`src/rtl/vpu_alu_si_seq_pkg.sv`:
```
// Shared types and sizing for the VPU signed-integer add/sub element sequencer.
package vpu_alu_si_seq_pkg;

  localparam int unsigned OPERAND_WIDTH   = 32;
  localparam int unsigned SRAM_R_PORT_CNT = 3;
  localparam int unsigned ADDR_WIDTH      = 10;
  localparam int unsigned LEN_WIDTH       = 10;
  localparam int unsigned SEQ_FIFO_DEPTH  = 2;
  localparam int unsigned FIFO_CNT_WIDTH  = $clog2(SEQ_FIFO_DEPTH + 1);
  localparam int unsigned FIFO_PTR_WIDTH  = $clog2(SEQ_FIFO_DEPTH);

  typedef enum logic [1:0] {
    SEQ_IDLE,
    SEQ_RUN,
    SEQ_DRAIN,
    SEQ_DONE
  } seq_state_t;

  // Latched command; len/src_addr/dst_addr double as the live element cursors.
  typedef struct packed {
    logic                                       sub_n;
    logic                                       three_op;
    logic [LEN_WIDTH-1:0]                       len;
    logic [SRAM_R_PORT_CNT-1:0][ADDR_WIDTH-1:0] src_addr;
    logic [ADDR_WIDTH-1:0]                      dst_addr;
  } seq_cmd_t;

  typedef struct packed {
    logic [ADDR_WIDTH-1:0]    addr;
    logic [OPERAND_WIDTH-1:0] data;
  } seq_res_t;

endpackage

```
`src/rtl/vpu_seq_res_fifo.sv`:
```
// Two-entry {addr, data} result FIFO; head entry drives the destination port directly.
module vpu_seq_res_fifo
  import vpu_alu_si_seq_pkg::*;
(
  input  logic                      clk,
  input  logic                      rst,
  input  logic                      push,
  input  logic                      pop,
  input  logic [ADDR_WIDTH-1:0]     push_addr,
  input  logic [OPERAND_WIDTH-1:0]  push_data,
  output logic [ADDR_WIDTH-1:0]     head_addr,
  output logic [OPERAND_WIDTH-1:0]  head_data,
  output logic [FIFO_CNT_WIDTH-1:0] cnt
);

  seq_res_t                  mem [SEQ_FIFO_DEPTH];
  logic [FIFO_PTR_WIDTH-1:0] wr_ptr;
  logic [FIFO_PTR_WIDTH-1:0] rd_ptr;
  logic                      full;
  logic                      do_pop;
  logic                      do_push;

  assign full      = (cnt == FIFO_CNT_WIDTH'(SEQ_FIFO_DEPTH));
  assign do_pop    = pop && (cnt != '0);
  // A full FIFO still accepts a push when the head leaves in the same cycle.
  assign do_push   = push && (!full || do_pop);
  assign head_addr = mem[rd_ptr].addr;
  assign head_data = mem[rd_ptr].data;

  always_ff @(posedge clk or posedge rst) begin
    if (rst) begin
      for (int i = 0; i < int'(SEQ_FIFO_DEPTH); i++) mem[i] <= '0;
      wr_ptr <= '0;
      rd_ptr <= '0;
      cnt    <= '0;
    end else begin
      if (do_push) begin
        mem[wr_ptr].addr <= push_addr;
        mem[wr_ptr].data <= push_data;
        wr_ptr           <= wr_ptr + FIFO_PTR_WIDTH'(1);
      end
      if (do_pop) rd_ptr <= rd_ptr + FIFO_PTR_WIDTH'(1);
      if (do_push && !do_pop)      cnt <= cnt + FIFO_CNT_WIDTH'(1);
      else if (!do_push && do_pop) cnt <= cnt - FIFO_CNT_WIDTH'(1);
    end
  end

`ifndef SYNTHESIS
  a_no_overflow: assert property (@(posedge clk) disable iff (rst) !(push && full && !pop))
    else $error("vpu_seq_res_fifo: push into full fifo");
`endif

endmodule

```
`src/rtl/vpu_alu_si_seq.sv`:
```
// Element sequencer for the VPU signed add/sub ALU: streams SRAM reads, drives the ALU, writes results.
// Optional performance counters are built when VPU_SI_SEQ_PERF_EN is defined.
module vpu_alu_si_seq
  import vpu_alu_si_seq_pkg::*;
(
  input  logic                       clk,
  input  logic                       rst,
  input  logic                       cmd_valid,
  output logic                       cmd_ready,
  input  logic                       cmd_sub_n,
  input  logic                       cmd_three_op,
  input  logic [LEN_WIDTH-1:0]       cmd_len,
  input  logic [ADDR_WIDTH-1:0]      cmd_src_addr [SRAM_R_PORT_CNT],
  input  logic [ADDR_WIDTH-1:0]      cmd_dst_addr,
  output logic [SRAM_R_PORT_CNT-1:0] rd_en,
  output logic [ADDR_WIDTH-1:0]      rd_addr [SRAM_R_PORT_CNT],
  input  logic [OPERAND_WIDTH-1:0]   rd_data [SRAM_R_PORT_CNT],
  output logic                       alu_en,
  output logic                       alu_sub_n,
  output logic [SRAM_R_PORT_CNT-1:0] alu_op_valid,
  output logic [OPERAND_WIDTH-1:0]   alu_op_0,
  output logic [OPERAND_WIDTH-1:0]   alu_op_1,
  output logic [OPERAND_WIDTH-1:0]   alu_op_2,
  input  logic [OPERAND_WIDTH-1:0]   alu_result,
  output logic                       wr_valid,
  input  logic                       wr_ready,
  output logic [ADDR_WIDTH-1:0]      wr_addr,
  output logic [OPERAND_WIDTH-1:0]   wr_data,
  output logic                       busy,
`ifdef VPU_SI_SEQ_PERF_EN
  output logic [31:0]                perf_busy_cycles,
  output logic [31:0]                perf_stall_cycles,
`endif
  output logic                       done
);

  localparam int unsigned CREDIT_WIDTH = FIFO_CNT_WIDTH + 1;

  seq_state_t                state;
  seq_state_t                state_nxt;
  seq_cmd_t                  cmd_q;
  logic                      inflight;
  logic [FIFO_CNT_WIDTH-1:0] fifo_cnt;
  logic                      accept;
  logic                      issue;
  logic                      credit_ok;
  logic                      pop;

  assign pop      = wr_valid && wr_ready;
  assign wr_valid = (fifo_cnt != '0);
  assign busy     = (state != SEQ_IDLE);
  assign accept   = cmd_valid && cmd_ready;
  // Slots already owed (queued + returning) must leave room for one more element.
  assign credit_ok = (CREDIT_WIDTH'(fifo_cnt) + CREDIT_WIDTH'(inflight))
                   < (CREDIT_WIDTH'(SEQ_FIFO_DEPTH) + CREDIT_WIDTH'(pop));

  always_ff @(posedge clk or posedge rst) begin
    if (rst) state <= SEQ_IDLE;
    else     state <= state_nxt;
  end

  always_comb begin
    state_nxt = state;
    cmd_ready = 1'b0;
    issue     = 1'b0;
    done      = 1'b0;
    unique case (state)
      SEQ_IDLE: begin
        cmd_ready = !rst;
        if (cmd_valid && !rst) state_nxt = (cmd_len == '0) ? SEQ_DONE : SEQ_RUN;
      end
      SEQ_RUN: begin
        issue = credit_ok && (cmd_q.len != '0);
        if ((cmd_q.len == '0) || (issue && (cmd_q.len == LEN_WIDTH'(1)))) state_nxt = SEQ_DRAIN;
      end
      SEQ_DRAIN: begin
        if (!inflight && ((fifo_cnt == '0) || ((fifo_cnt == FIFO_CNT_WIDTH'(1)) && pop)))
          state_nxt = SEQ_DONE;
      end
      SEQ_DONE: begin
        done      = 1'b1;
        state_nxt = SEQ_IDLE;
      end
      default: state_nxt = SEQ_IDLE;
    endcase
  end

  // Command latch and per-element cursors.
  always_ff @(posedge clk or posedge rst) begin
    if (rst) begin
      cmd_q    <= '0;
      inflight <= 1'b0;
    end else begin
      inflight <= issue;
      if (accept) begin
        cmd_q.sub_n    <= cmd_sub_n;
        cmd_q.three_op <= cmd_three_op;
        cmd_q.len      <= cmd_len;
        cmd_q.dst_addr <= cmd_dst_addr;
        for (int p = 0; p < int'(SRAM_R_PORT_CNT); p++) cmd_q.src_addr[p] <= cmd_src_addr[p];
      end else begin
        if (issue) begin
          cmd_q.len <= cmd_q.len - LEN_WIDTH'(1);
          for (int p = 0; p < int'(SRAM_R_PORT_CNT); p++)
            cmd_q.src_addr[p] <= cmd_q.src_addr[p] + ADDR_WIDTH'(1);
        end
        if (inflight) cmd_q.dst_addr <= cmd_q.dst_addr + ADDR_WIDTH'(1);
      end
    end
  end

  always_comb begin
    for (int p = 0; p < int'(SRAM_R_PORT_CNT); p++) begin
      rd_en[p]   = issue && ((p < 2) || cmd_q.three_op);
      rd_addr[p] = (issue && ((p < 2) || cmd_q.three_op)) ? cmd_q.src_addr[p] : '0;
    end
  end

  // ALU is driven only in the cycle read data returns.
  assign alu_en       = inflight;
  assign alu_sub_n    = inflight && cmd_q.sub_n;
  assign alu_op_valid = inflight ? {cmd_q.three_op, 1'b1, 1'b1} : '0;
  assign alu_op_0     = inflight ? rd_data[0] : '0;
  assign alu_op_1     = inflight ? rd_data[1] : '0;
  assign alu_op_2     = inflight ? rd_data[2] : '0;

  vpu_seq_res_fifo u_res_fifo (
    .clk       (clk),
    .rst       (rst),
    .push      (inflight),
    .pop       (pop),
    .push_addr (cmd_q.dst_addr),
    .push_data (alu_result),
    .head_addr (wr_addr),
    .head_data (wr_data),
    .cnt       (fifo_cnt)
  );

`ifdef VPU_SI_SEQ_PERF_EN
  always_ff @(posedge clk or posedge rst) begin
    if (rst) begin
      perf_busy_cycles  <= '0;
      perf_stall_cycles <= '0;
    end else if (accept) begin
      perf_busy_cycles  <= '0;
      perf_stall_cycles <= '0;
    end else begin
      if (busy && (perf_busy_cycles != '1)) perf_busy_cycles <= perf_busy_cycles + 32'd1;
      if ((state == SEQ_RUN) && (cmd_q.len != '0) && !issue && (perf_stall_cycles != '1))
        perf_stall_cycles <= perf_stall_cycles + 32'd1;
    end
  end
`endif

endmodule

```
`config.mk`:
```
export PLATFORM = sky130hd
export DESIGN_NAME = vpu_alu_si_seq
export DESIGN_NICKNAME = d
export VERILOG_FILES = /design/src/rtl/vpu_alu_si_seq_pkg.sv /design/src/rtl/vpu_seq_res_fifo.sv /design/src/rtl/vpu_alu_si_seq.sv
export SDC_FILE = /design/constraint.sdc
export NUM_CORES = 1
export LEC_CHECK = 0
export ABC_AREA = 1
export CORE_MARGIN = 2
export CORE_UTILIZATION = 43
export DETAILED_ROUTE_END_ITERATION = 8
export MAX_ROUTING_LAYER = met4
export PLACE_DENSITY = 0.81
export SLEW_MARGIN = 25
export SYNTH_ARGS = -nofsm -noshare
export SYNTH_HDL_FRONTEND = slang
export SYNTH_SLANG_ARGS = --single-unit
```
`constraint.sdc`:
```
create_clock -name clk -period 6.8 [get_ports clk]
set_input_delay 1.36 -clock clk [delete_from_list [all_inputs] [get_ports clk]]
set_output_delay 1.36 -clock clk [all_outputs]
set_load 0.05 [all_outputs]
```
# [Word level (Yosys, flattened, before mapping)]
# Cells that the tools add are included.
# W data, S select, Z words.
[totals] regBits=143 input_bits=184 output_inout_bits=180 wordCells=104
[classes] add_sub_neg=11 n_lt_le_gt_ge=4 n_eq_ne=9 n_mux=29 bitwise=2 reduce_logical=33
[op_table] op="$bwmux W84" n=2
[op_table] op="$mux W42" n=4
[op_table] op="$mux W32" n=4
[op_table] op="$demux W42 S1" n=2
[op_table] op="$mux W50" n=1
[op_table] op="$add A10 B1 Y10 const B" n=4
[op_table] op="$mux W10" n=4
[op_table] op="$mux W40" n=1
[op_table] op="$logic_not A10 Y1" n=2
[op_table] op="$logic_and A1 B1 Y1" n=14
[op_table] op="$mux W2" n=6
[op_table] op="$eq A10 B1 Y1 const B" n=1
[op_table] op="$reduce_bool A10 Y1" n=1
[op_table] op="$reduce_bool A2 Y1" n=5
[op_table] op="$sub A10 B1 Y10 const B" n=1
[op_table] op="$pmux W2 S4" n=1
[op_table] op="$eq A2 B2 Y1 const B" n=3
[op_table] op="$ne A2 B2 Y1 const B" n=3
[op_table] op="$logic_not A1 Y1" n=5
[op_table] op="$eq A2 B1 Y1 const B" n=2
[op_table] op="$ge A2 B2 Y1 const B" n=2
[op_table] op="$logic_not A2 Y1" n=2
[op_table] op="$not A1 Y2" n=2
[op_table] op="$add A2 B1 Y3" n=1
[op_table] op="10 further kinds" n=15

# [Logic depth before layout (Yosys ltp)]
[logic_depth] ltp_word=9 mapped_depth=12 ltp_nobuf=10

# [Cells and area by module]
# From an unflattened synthesis, not the netlist that was laid out.
[hier_totals] hier_cells=1407 hier_area_um2=9323.9
[by_module_without_submodules] module="vpu_alu_si_seq" instances=1 cells_each=871 area_per_inst_um2=4923.5 seq_area_each_um2=1376.3
[by_module_without_submodules] module="vpu_seq_res_fifo" instances=1 cells_each=536 area_per_inst_um2=4400.5 seq_area_each_um2=2202.1

# [Worst setup path before layout]
# Ideal clock, no wire load.
[synth_timing] kind="input -> register" start="input port rst" end="register cmd_q[0] (netlist name)" setup_time_ns=0.125 arrival_ns=5.553 t_required_ns=6.675 slack_ns=1.122 stages=7 path_buffers=1 cell_sequence="inv_1 nand3_2 clkbuf_1 nand2_1 inv_1 a221oi_1 inv_1"
[synth_between] elab_chain_len=4 word_cells_on_any_way=5 classes_between="mux: 2; reduce/logical: 3"
[synth_rtl] item="start: declaration" line="vpu_alu_si_seq.sv:7" rtl="input logic rst,"
[synth_rtl] item="$logic_not A1 Y1 (no line) *"
[synth_rtl] item="$mux W1 *" line="vpu_alu_si_seq.sv:67" rtl="unique case (state)"
[synth_rtl] item="$logic_and A1 B1 Y1 *" line="vpu_alu_si_seq.sv:52" rtl="assign accept = cmd_valid && cmd_ready;"
[synth_rtl] item="$mux W50 / $reduce_bool A2 Y1 (equally long branches)"
[synth_rtl] item="end: declaration" line="vpu_alu_si_seq.sv:41" rtl="seq_cmd_t cmd_q;"
# Mark *: on every way between the ends. The rest lies on a longest branch, timed or not.
# A chain may end at the register's enable or synchronous reset.

==> results.md <==
- Outcome: finished, final reports clean
- Cells after Synth: 1,251
- Slew @ Worst Pin: 0.819 ns
- Post-synth cell types: 35
- Clk_skew: 0.00835 ns
- Die height: 145 um
- Startpoint Class: input pin
- PortBufs: 363
- Layout cells sized above 1: 0.0466
- Final Hold Viols: 0
- Hold WC Path Type: flop to flop
- Worst-path clk slew: 0.06 ns
- Root Driver: clkbuf_16
- Hold endpoint: u_res_fifo.mem[20]
- Power Density: 486 mW/mm2
- Critical path required time: 5.44 ns
- Placed Cells: 1,822
- Hold_sp: u_res_fifo.mem[20]
- Post-DP HPWL: 21.1 mm
- H-tree levels: 4
- Initial antenna violation count: 6
- Most common cell in the synthesized netlist: nand2_1
- Pin count of the biggest net entering global routing: 90
- Synth top area cells: dfrtp_1 (42%), nand2_1 (22%), inv_1 (8.9%)
- I/O pins: 364
- Clock Tree Buf Depth: 2
- Period minus WS final: 5.52 ns
- Die area: 0.0209 mm2
- Die X: 145 um
- Crit Path Category: input pin to output pin
- Max-slew headroom: 0.454
- Ys flop type: dfrtp_1
- Final ANT Viol Nets: 0
- Largest family of logic cells by synthesized area: simple AND/OR/NAND/NOR gates
- Max frequency: 181 MHz
- Clk_lat worst skew: 0.42 ns
- EDFF count, synth: 0
- Area Overhead vs Synth: 51.0%
- Non-Filler Instances: 1,861
- # fillers: 1,658
- DR WL/cell: 15.2 um
- First drt pass iteration count: 6
- CORE AREA: 0.0195 mm2
- Synth area leader: dfrtp_1
- CP Capture Type: output pin
- GRT overflow: 0
- Register bit total from synthesis: 143
- First DRT Iteration DRCs: 696
- Synth Area in XOR/XNOR: 0.0226
- Post-Synthesis Cell Area: 0.00851 mm2
- CTS tree: yes
- Setup repair bufs after CTS: 0
- DRC: 0
- Adder-Cell Fraction of Synth Area: 0.0250
- Synth Net Count: 1,452
- Worst hold stages: 2
- Post-CTS sizing: 0
- Crit path max fanout: 25
- Placer Congestion: 0.865
- Final #Nets: 1,777
- RSZ-0062 raised after global routing: false
- CP arrival: 4.16 ns
- Max-cap check violation count: 0
- Mux cell area share after synthesis: 0
- Syn_area_per_cell: 6.80 um2
- Ys async rst share: 1.00
- Lkg Pwr: 6.74 nW
- Num Clock Sinks: 143
- Site row count: 51
- Compound-cell area share of the yosys netlist: 0.101
- Slew Limit Fails: 0
- Setup Viol. Count Final: 0
- Peak VDD IR: 0.304 mV
- Vias: 8,879
- Part of the Yosys area used for sequential elements: 0.421
- Via density per instance: 4.77
- Total Routed Length: 28.4 mm
- Overall Global Routing Usage: 0.273
- Initial core utilization: 0.437
- Vias in the first global route: 8,190
- Yosys warns: 0
- Synth cell count leaders: nand2_1 (506), inv_1 (202), dfrtp_1 (143), o21ai_0 (111), nor2_1 (66)
- First-pass GRT wire length: 42.9 mm
- Synth top area share: 0.421
- RR Startpoint: alu_en
- Sum Neg Setup Slack: 0 ns
- Post-synthesis simple-gate area fraction: 0.300
- Worst R2R Path Depth: 8
- R2R setup slack: 3.59 ns
- Hold_buf cts: 0
- Num CTS Buffers: 17
- Reg2reg end: cmd_q[33]
- Final worst path period share: 0.811
==> registers in the layout, summed over array words and instances (netlist names) <==
| signal | flops |
|---|---|
| u_res_fifo.cnt | 2 |
| state | 2 |
| cmd_q | 52 |
| alu_en | 1 |
| u_res_fifo.mem | 84 |
| u_res_fifo.wr_ptr | 1 |
| u_res_fifo.rd_ptr | 1 |
==> how the worst max path moves through the flow <==
stage                     slack (ns)         end      from  cells after the start
final                           1.28  rd_addr[4]  wr_ready                      8
after global routing            1.03  rd_addr[4]  wr_ready                      8
after CTS                       1.26  rd_addr[4]  wr_ready                      8
after detailed placement        1.28  rd_addr[4]  wr_ready                      8
after global placement          1.42  rd_addr[5]  wr_ready                      8
after floorplan                 1.12    cmd_q[0]       rst                      7
==> critical path: stages <==
cell and delay (ns):
clkdlybuf4s50_1 0.52, nand3b_1 0.10, a21oi_1 0.27, nand3_4 0.33, inv_1 0.23, nand2_1 0.29, nor2_1 0.21, clkdlybuf4s50_1 0.84
==> where the power goes <==
group / total [mW] / internal (mW) / switching [mW]
Clock: 0.973 / 0.560 / 0.413
Sequential: 1.53 / 1.24 / 0.289
Combinational: 3.74 / 1.20 / 2.54
Total: 6.24 / 3.00 / 3.24
==> layout by cell type (no fill, tap or decap), types with 2 or more instances in the layout <==
master and n:
nand2_1 505, diode_2 7, clkdlybuf4s50_1 363, nor3_1 2
clkinv_4 2, nand2_2 5, inv_1 200, clkinv_1 2
nor2_1 66, a21oi_1 8, nand4_1 12, a31oi_1 4
o21ai_2 17, inv_6 6, xor2_1 15, o21ai_0 111
xnor2_1 7, nand3_1 45, bufinv_16 2, inv_8 4
buf_4 8, or2_2 3, ha_1 17, dfrtp_1 142
o21ai_1 10, o211ai_1 2, clkbuf_16 17
==> cells by family (layout without fill, tap and decap cells) <==
logic type | count (synthesis) | count (layout)
AND/OR/NAND/NOR | 643 | 643
buffers and inverters | 271 | 609
AO/OA/AOI/OAI | 155 | 155
flip-flops | 143 | 143
XOR/XNOR | 22 | 22
adder cells (fa/ha/maj) | 17 | 17
other | 0 | 7
==> stage by stage <==
step / util / setup WS (ns) / hold slack [ns] / area, um2 / total power [mW]
detailed placement: 0.628 / 1.28 / 0.472 / 12200 / 5.27
global route: 0.660 / 1.03 / 0.506 / 12800 / 6.67
global placement: 0.628 / 1.42 / 0.465 / 12200 / 5.18
CTS: 0.659 / 1.26 / 0.488 / 12800 / 6.26
floorplan: - / 1.12 / 0.449 / 8510 / 4.17
finish: 0.660 / 1.28 / 0.485 / 12900 / 6.24
==> routing by layer <==
metal / wire [um] / track usage / vias to the layer above
met3: 2890 / 0.0783 / 21
met4: 288 / 0.0639 / 0
met1: 13000 / 0.390 / 4080
met5: 0 / - / -
li1: - / - / 4435
met2: 12200 / 0.383 / 343
==> final cells by class <==
cell class / count / area, um2 / area share
clock inverter: 15 / 190 / 0.0148
sequential: 143 / 3580 / 0.279
timing repair buffer: 372 / 3700 / 0.288
inverter: 205 / 777 / 0.0605
tap: 265 / 332 / 0.0258
antenna: 7 / 17.5 / 0.00136
multi-input combinational: 837 / 3820 / 0.297
clock buffer: 17 / 425 / 0.0331
(Power assumes the default switching activity.)
